`config.mk`:
```
export PLATFORM = sky130hd
export DESIGN_NAME = idct_transpose_buffer
export DESIGN_NICKNAME = d
export VERILOG_FILES = /design/src/rtl/idct_transpose_buffer.sv
export SDC_FILE = /design/constraint.sdc
export NUM_CORES = 1
export LEC_CHECK = 0
export BUFFER_PORTS_ARGS = -buffer_cell sky130_fd_sc_hd__buf_2
export CORE_MARGIN = 4
export CORE_UTILIZATION = 54
export CTS_CLUSTER_DIAMETER = 60
export DETAILED_ROUTE_END_ITERATION = 8
export GPL_ROUTABILITY_DRIVEN = 0
export PLACE_DENSITY = 0.71
export SLEW_MARGIN = 5
export SYNTH_ARGS = -nofsm -noshare
export SYNTH_HDL_FRONTEND = slang
export SYNTH_SLANG_ARGS = --single-unit
```
`constraint.sdc`:
```
create_clock -name clk -period 6.9 [get_ports clk]
set_input_delay 0 -clock clk [delete_from_list [all_inputs] [get_ports clk]]
set_output_delay 0 -clock clk [all_outputs]
set_load 0.01 [all_outputs]
```
`src/rtl/idct_transpose_buffer.sv`:
```
// Ping-pong 8x8 transpose memory between the row and column 1-D IDCT passes.
// Rows are written into one bank while columns of the other bank are read out.
module idct_transpose_buffer #(
   parameter int DW = 9,
   parameter int N  = 8
) (
   input  logic            clk,
   input  logic            rst,
   input  logic            in_valid,
   output logic            in_ready,
   input  logic [N*DW-1:0] in_row,
   output logic            out_valid,
   input  logic            out_ready,
   output logic [N*DW-1:0] out_col,
   output logic            out_last
);

   localparam int PW = $clog2(N);
   localparam logic [PW-1:0] LAST_IDX = PW'(N - 1);

   logic [DW-1:0] bank_mem [2][N][N];

   logic [1:0]    full_reg;
   logic [1:0]    full_next;
   logic          wb_reg;
   logic          wb_next;
   logic          rb_reg;
   logic          rb_next;
   logic [PW-1:0] wrow_reg;
   logic [PW-1:0] wrow_next;
   logic [PW-1:0] rcol_reg;
   logic [PW-1:0] rcol_next;

   logic wr_fire;
   logic rd_fire;
   logic wr_done;
   logic rd_done;

   // Handshake status comes only from registered bank state, never from in_valid.
   assign in_ready  = ~full_reg[wb_reg];
   assign out_valid = full_reg[rb_reg];
   assign out_last  = out_valid && (rcol_reg == LAST_IDX);

   assign wr_fire = in_valid && in_ready;
   assign rd_fire = out_valid && out_ready;
   assign wr_done = wr_fire && (wrow_reg == LAST_IDX);
   assign rd_done = rd_fire && (rcol_reg == LAST_IDX);

   always_comb begin
      full_next = full_reg;
      wb_next   = wb_reg;
      rb_next   = rb_reg;
      wrow_next = wrow_reg;
      rcol_next = rcol_reg;

      if (wr_fire) begin
         wrow_next = wrow_reg + PW'(1);
      end
      if (wr_done) begin
         wrow_next         = '0;
         full_next[wb_reg] = 1'b1;
         wb_next           = ~wb_reg;
      end

      if (rd_fire) begin
         rcol_next = rcol_reg + PW'(1);
      end
      // A completing write and a completing read always target different banks.
      if (rd_done) begin
         rcol_next         = '0;
         full_next[rb_reg] = 1'b0;
         rb_next           = ~rb_reg;
      end
   end

   always_ff @(posedge clk) begin
      if (rst) begin
         full_reg <= 2'b00;
         wb_reg   <= 1'b0;
         rb_reg   <= 1'b0;
         wrow_reg <= '0;
         rcol_reg <= '0;
      end else begin
         full_reg <= full_next;
         wb_reg   <= wb_next;
         rb_reg   <= rb_next;
         wrow_reg <= wrow_next;
         rcol_reg <= rcol_next;
      end
   end

   // Storage is deliberately left out of reset; the bank flags gate its use.
   always_ff @(posedge clk) begin
      if (wr_fire) begin
         for (int j = 0; j < N; j++) begin
            bank_mem[wb_reg][wrow_reg][j] <= in_row[(N-1-j)*DW +: DW];
         end
      end
   end

   // Element 0 sits in the most significant slice, same as the row packing.
   genvar gi;
   generate
      for (gi = 0; gi < N; gi++) begin : g_col
         assign out_col[(N-1-gi)*DW +: DW] =
            out_valid ? bank_mem[rb_reg][gi][rcol_reg] : '0;
      end
   endgenerate

endmodule

```
==> impl_results.md <==
* Initial Util at 0.546
* Number of flip-flops in the largest register at 1152
* Initial drt markers at 3136
* Max FO, Critical Path at 65
* Routed WL at 133000 µm
* Layout cell share with drive strength beyond 1 at 0.282
* Max VDD drop at 221 µV
* Most frequent cells after synthesis: edfxtp_1 (1152), mux4_2 (288), a21o_1 (252)
* Status: finished, final reports clean
* Chip height at 313 µm
* Min Tclk post-route at 4.17 ns
* First-pass GRT wire length at 190000 µm
* Crit-path cells: nor2b_1 -> nor4b_4 -> buf_4 -> nor2b_4 -> buf_4
* CP startpoint kind: flip-flop
* CP arrival at 4.48 ns
* CP endpoint kind: flip-flop
* CTS tree: done
* Die Wd at 313 µm
* H-tree lvl count at 3
* Total power at 0.0146 W
* Num CTS Buffers at 112
* # IOs at 151
* DRT Pass-1 Iters at 5
* Initial antenna violation count at 17
* Post-layout instance count excluding filler cells at 4003
* Max Fclk at 240 MHz
* Sequential share of power at 0.540
* CP max stage delay at 0.97 ns
* Dominant synthesized flop cell: edfxtp_1
* Period utilization at 0.604
* Clock skew at 0.0289 ns
* Worst-path clk slew at 0.06 ns
* Pwr/cell area at 261 nW/µm²
* Worst rel slew slack at 0.121
* Seq/Total Area, Yosys at 0.694
* Clock share of power at 0.413
* Area of the core at 91900 µm²
* Final hold vios at 0
* Switching Share at 0.210
* Worst setup margin at 2.73 ns
* Nets@finish at 2736
* Critical Path RT at 7.21 ns
* Distinct cells, synth at 39
* Residual DRC at 0
* Family with the most delay on the worst path: simple AND/OR/NAND/NOR gates
* Synthesized area per cell at 20.2 µm²
* Resized Gates After CTS at 0
* Critical setup path kind: reg2reg
* HP Class: in2reg
* Synth warn at 0
* Cts hold-fix bufs at 53
* Top-count cell post-synth: edfxtp_1
* DP Cell Count at 3732
* Final slew viol count at 0
* Area Overhead vs Synth at 11.6%
* RSZ-0062 raised after global routing: no
* FFs w/ async S/R, synth at 0
* Max-cap viol count at 0
* Routed Antenna Nets at 0
* Die area at 97900 µm²
* Area contributors post-synth: edfxtp_1 (69%), mux4_2 (13%), a21o_1 (3.8%)
* Number of synthesized flops with an enable pin at 1152
* Area leader, netlist: edfxtp_1
* Slowest-stage cell, CP: nor2b_4
* Int Pwr at 0.0115 W
* Port-buffer cells at 150
* Setup-failing EPs final at 0
* Vias per cell at 6.61
* Worst slew pin tran at 1.30 ns
* Pre-CTS setup slack at 2.67 ns
* Core Rows at 111
* Post-CTS Setup Bufs at 0
* Mapped Cells at 2489
* Final HPWL DP at 76200 µm
* Routed WL per cell at 33.1 µm
* Top-area cell type share of the netlist area at 0.690
* Root buf cell: clkbuf_16
* Synth Cell Area at 50200 µm²
* Vias in the first global route at 27200
* Comb pwr share at 0.047
* #FFs+latches synth at 1163
* Clk buf depth at 3
* Buf+Inv Stages, Crit Path at 2
* Setup TNS at 0 ns
* GRT Total Usage at 0.271
* Syn nets at 2569
* Most used cell, CP: buf_4
* Clk sinks at 1163
* GR Overflow Total at 0
* Worst-Skew Late Latency at 0.68 ns
* DR vias at 26500
* Largest net degree at the start of global routing at 119
* Pleak at 18.4 nW
* NetSw at 0.00307 W
## area by class of cell
cell class / instances / area (µm²)
Fill cell: 6531 / 35900
Sequential cell: 1163 / 34800
Multi-Input combinational cell: 1110 / 14200
Clock buffer: 130 / 2910
Timing Repair Buffer: 253 / 1710
Tap cell: 1243 / 1560
Clock inverter: 75 / 669
Inverter: 16 / 60.1
Antenna cell: 13 / 32.5
## placed cells by master, fill, tap and decap left out, drive strengths merged, types with 6 or more instances in the layout
master / Yosys / final
nor2b: 10 / 10
mux4: 288 / 288
diode: 0 / 13
clkbuf: 51 / 130
dfxtp: 11 / 11
mux2i: 145 / 145
a21oi: 7 / 7
clkinv: 0 / 57
a41oi: 36 / 36
bufinv: 0 / 12
edfxtp: 1152 / 1152
a21o: 252 / 252
inv: 16 / 20
mux2: 253 / 253
o22ai: 72 / 72
o21ai: 6 / 6
dlygate4sd3: 0 / 53
buf: 149 / 200
and2: 9 / 9
## power groups by stage
stage | sequential (W) | clock [W] | combinational, W
6_report | 0.00789 | 0.00604 | 0.000694
5_1_grt | 0.00789 | 0.00640 | 0.000727
4_1_cts | 0.00789 | 0.00609 | 0.000691
3_5_place_dp | 0.00804 | 0 | 0.000664
3_3_place_gp | 0.00803 | 0 | 0.000633
2_1_floorplan | 0.00804 | 0 | 0.000354
## layer usage
layer	GRT usage	share of wire	wire, µm
met5	0	0.000098	13
met4	0.104	0.038	5030
met3	0.0516	0.10	13500
met2	0.438	0.49	64800
met1	0.371	0.37	49200
## kinds of logic after synthesis
family	Yosys count	synth area share
DFF	1163	0.694
muxes	686	0.215
AOI/OAI and AO/OA	380	0.0592
buffers and inverters	216	0.0244
and+or+nand+nor	40	0.00648
adders and majority gates	4	0.000998
## path summary, 6_finish.rpt
path,from,to,slack [ns],cells past startpoint
hold reg to reg,rb_reg,full_reg[1],0.54,1
setup / recovery,wrow_reg[1],bank_mem[0][362],2.73,5
setup reg to reg,wrow_reg[1],bank_mem[0][362],2.73,5
hold / removal,in_row[67],bank_mem[1][139],0.02,2
## worst register-to-register path, cell delays in order, from the launching register on
cell	delay (ns)
dfxtp_1	0.40
nor2b_1	0.65
nor4b_4	0.31
buf_4	0.76
nor2b_4	1.01
buf_4	0.64
## through the flow
step                instance area [µm²]  hold WS, ns   util
finish                            56000       0.0240  0.609
global route                      56000      0.00178  0.609
CTS                               56000     0.000334  0.609
detailed placement                51900        0.316  0.564
global placement                  51900        0.297  0.564
floorplan                         50200       0.0989      -
Note: power is estimated with default switching activity, not from simulation.
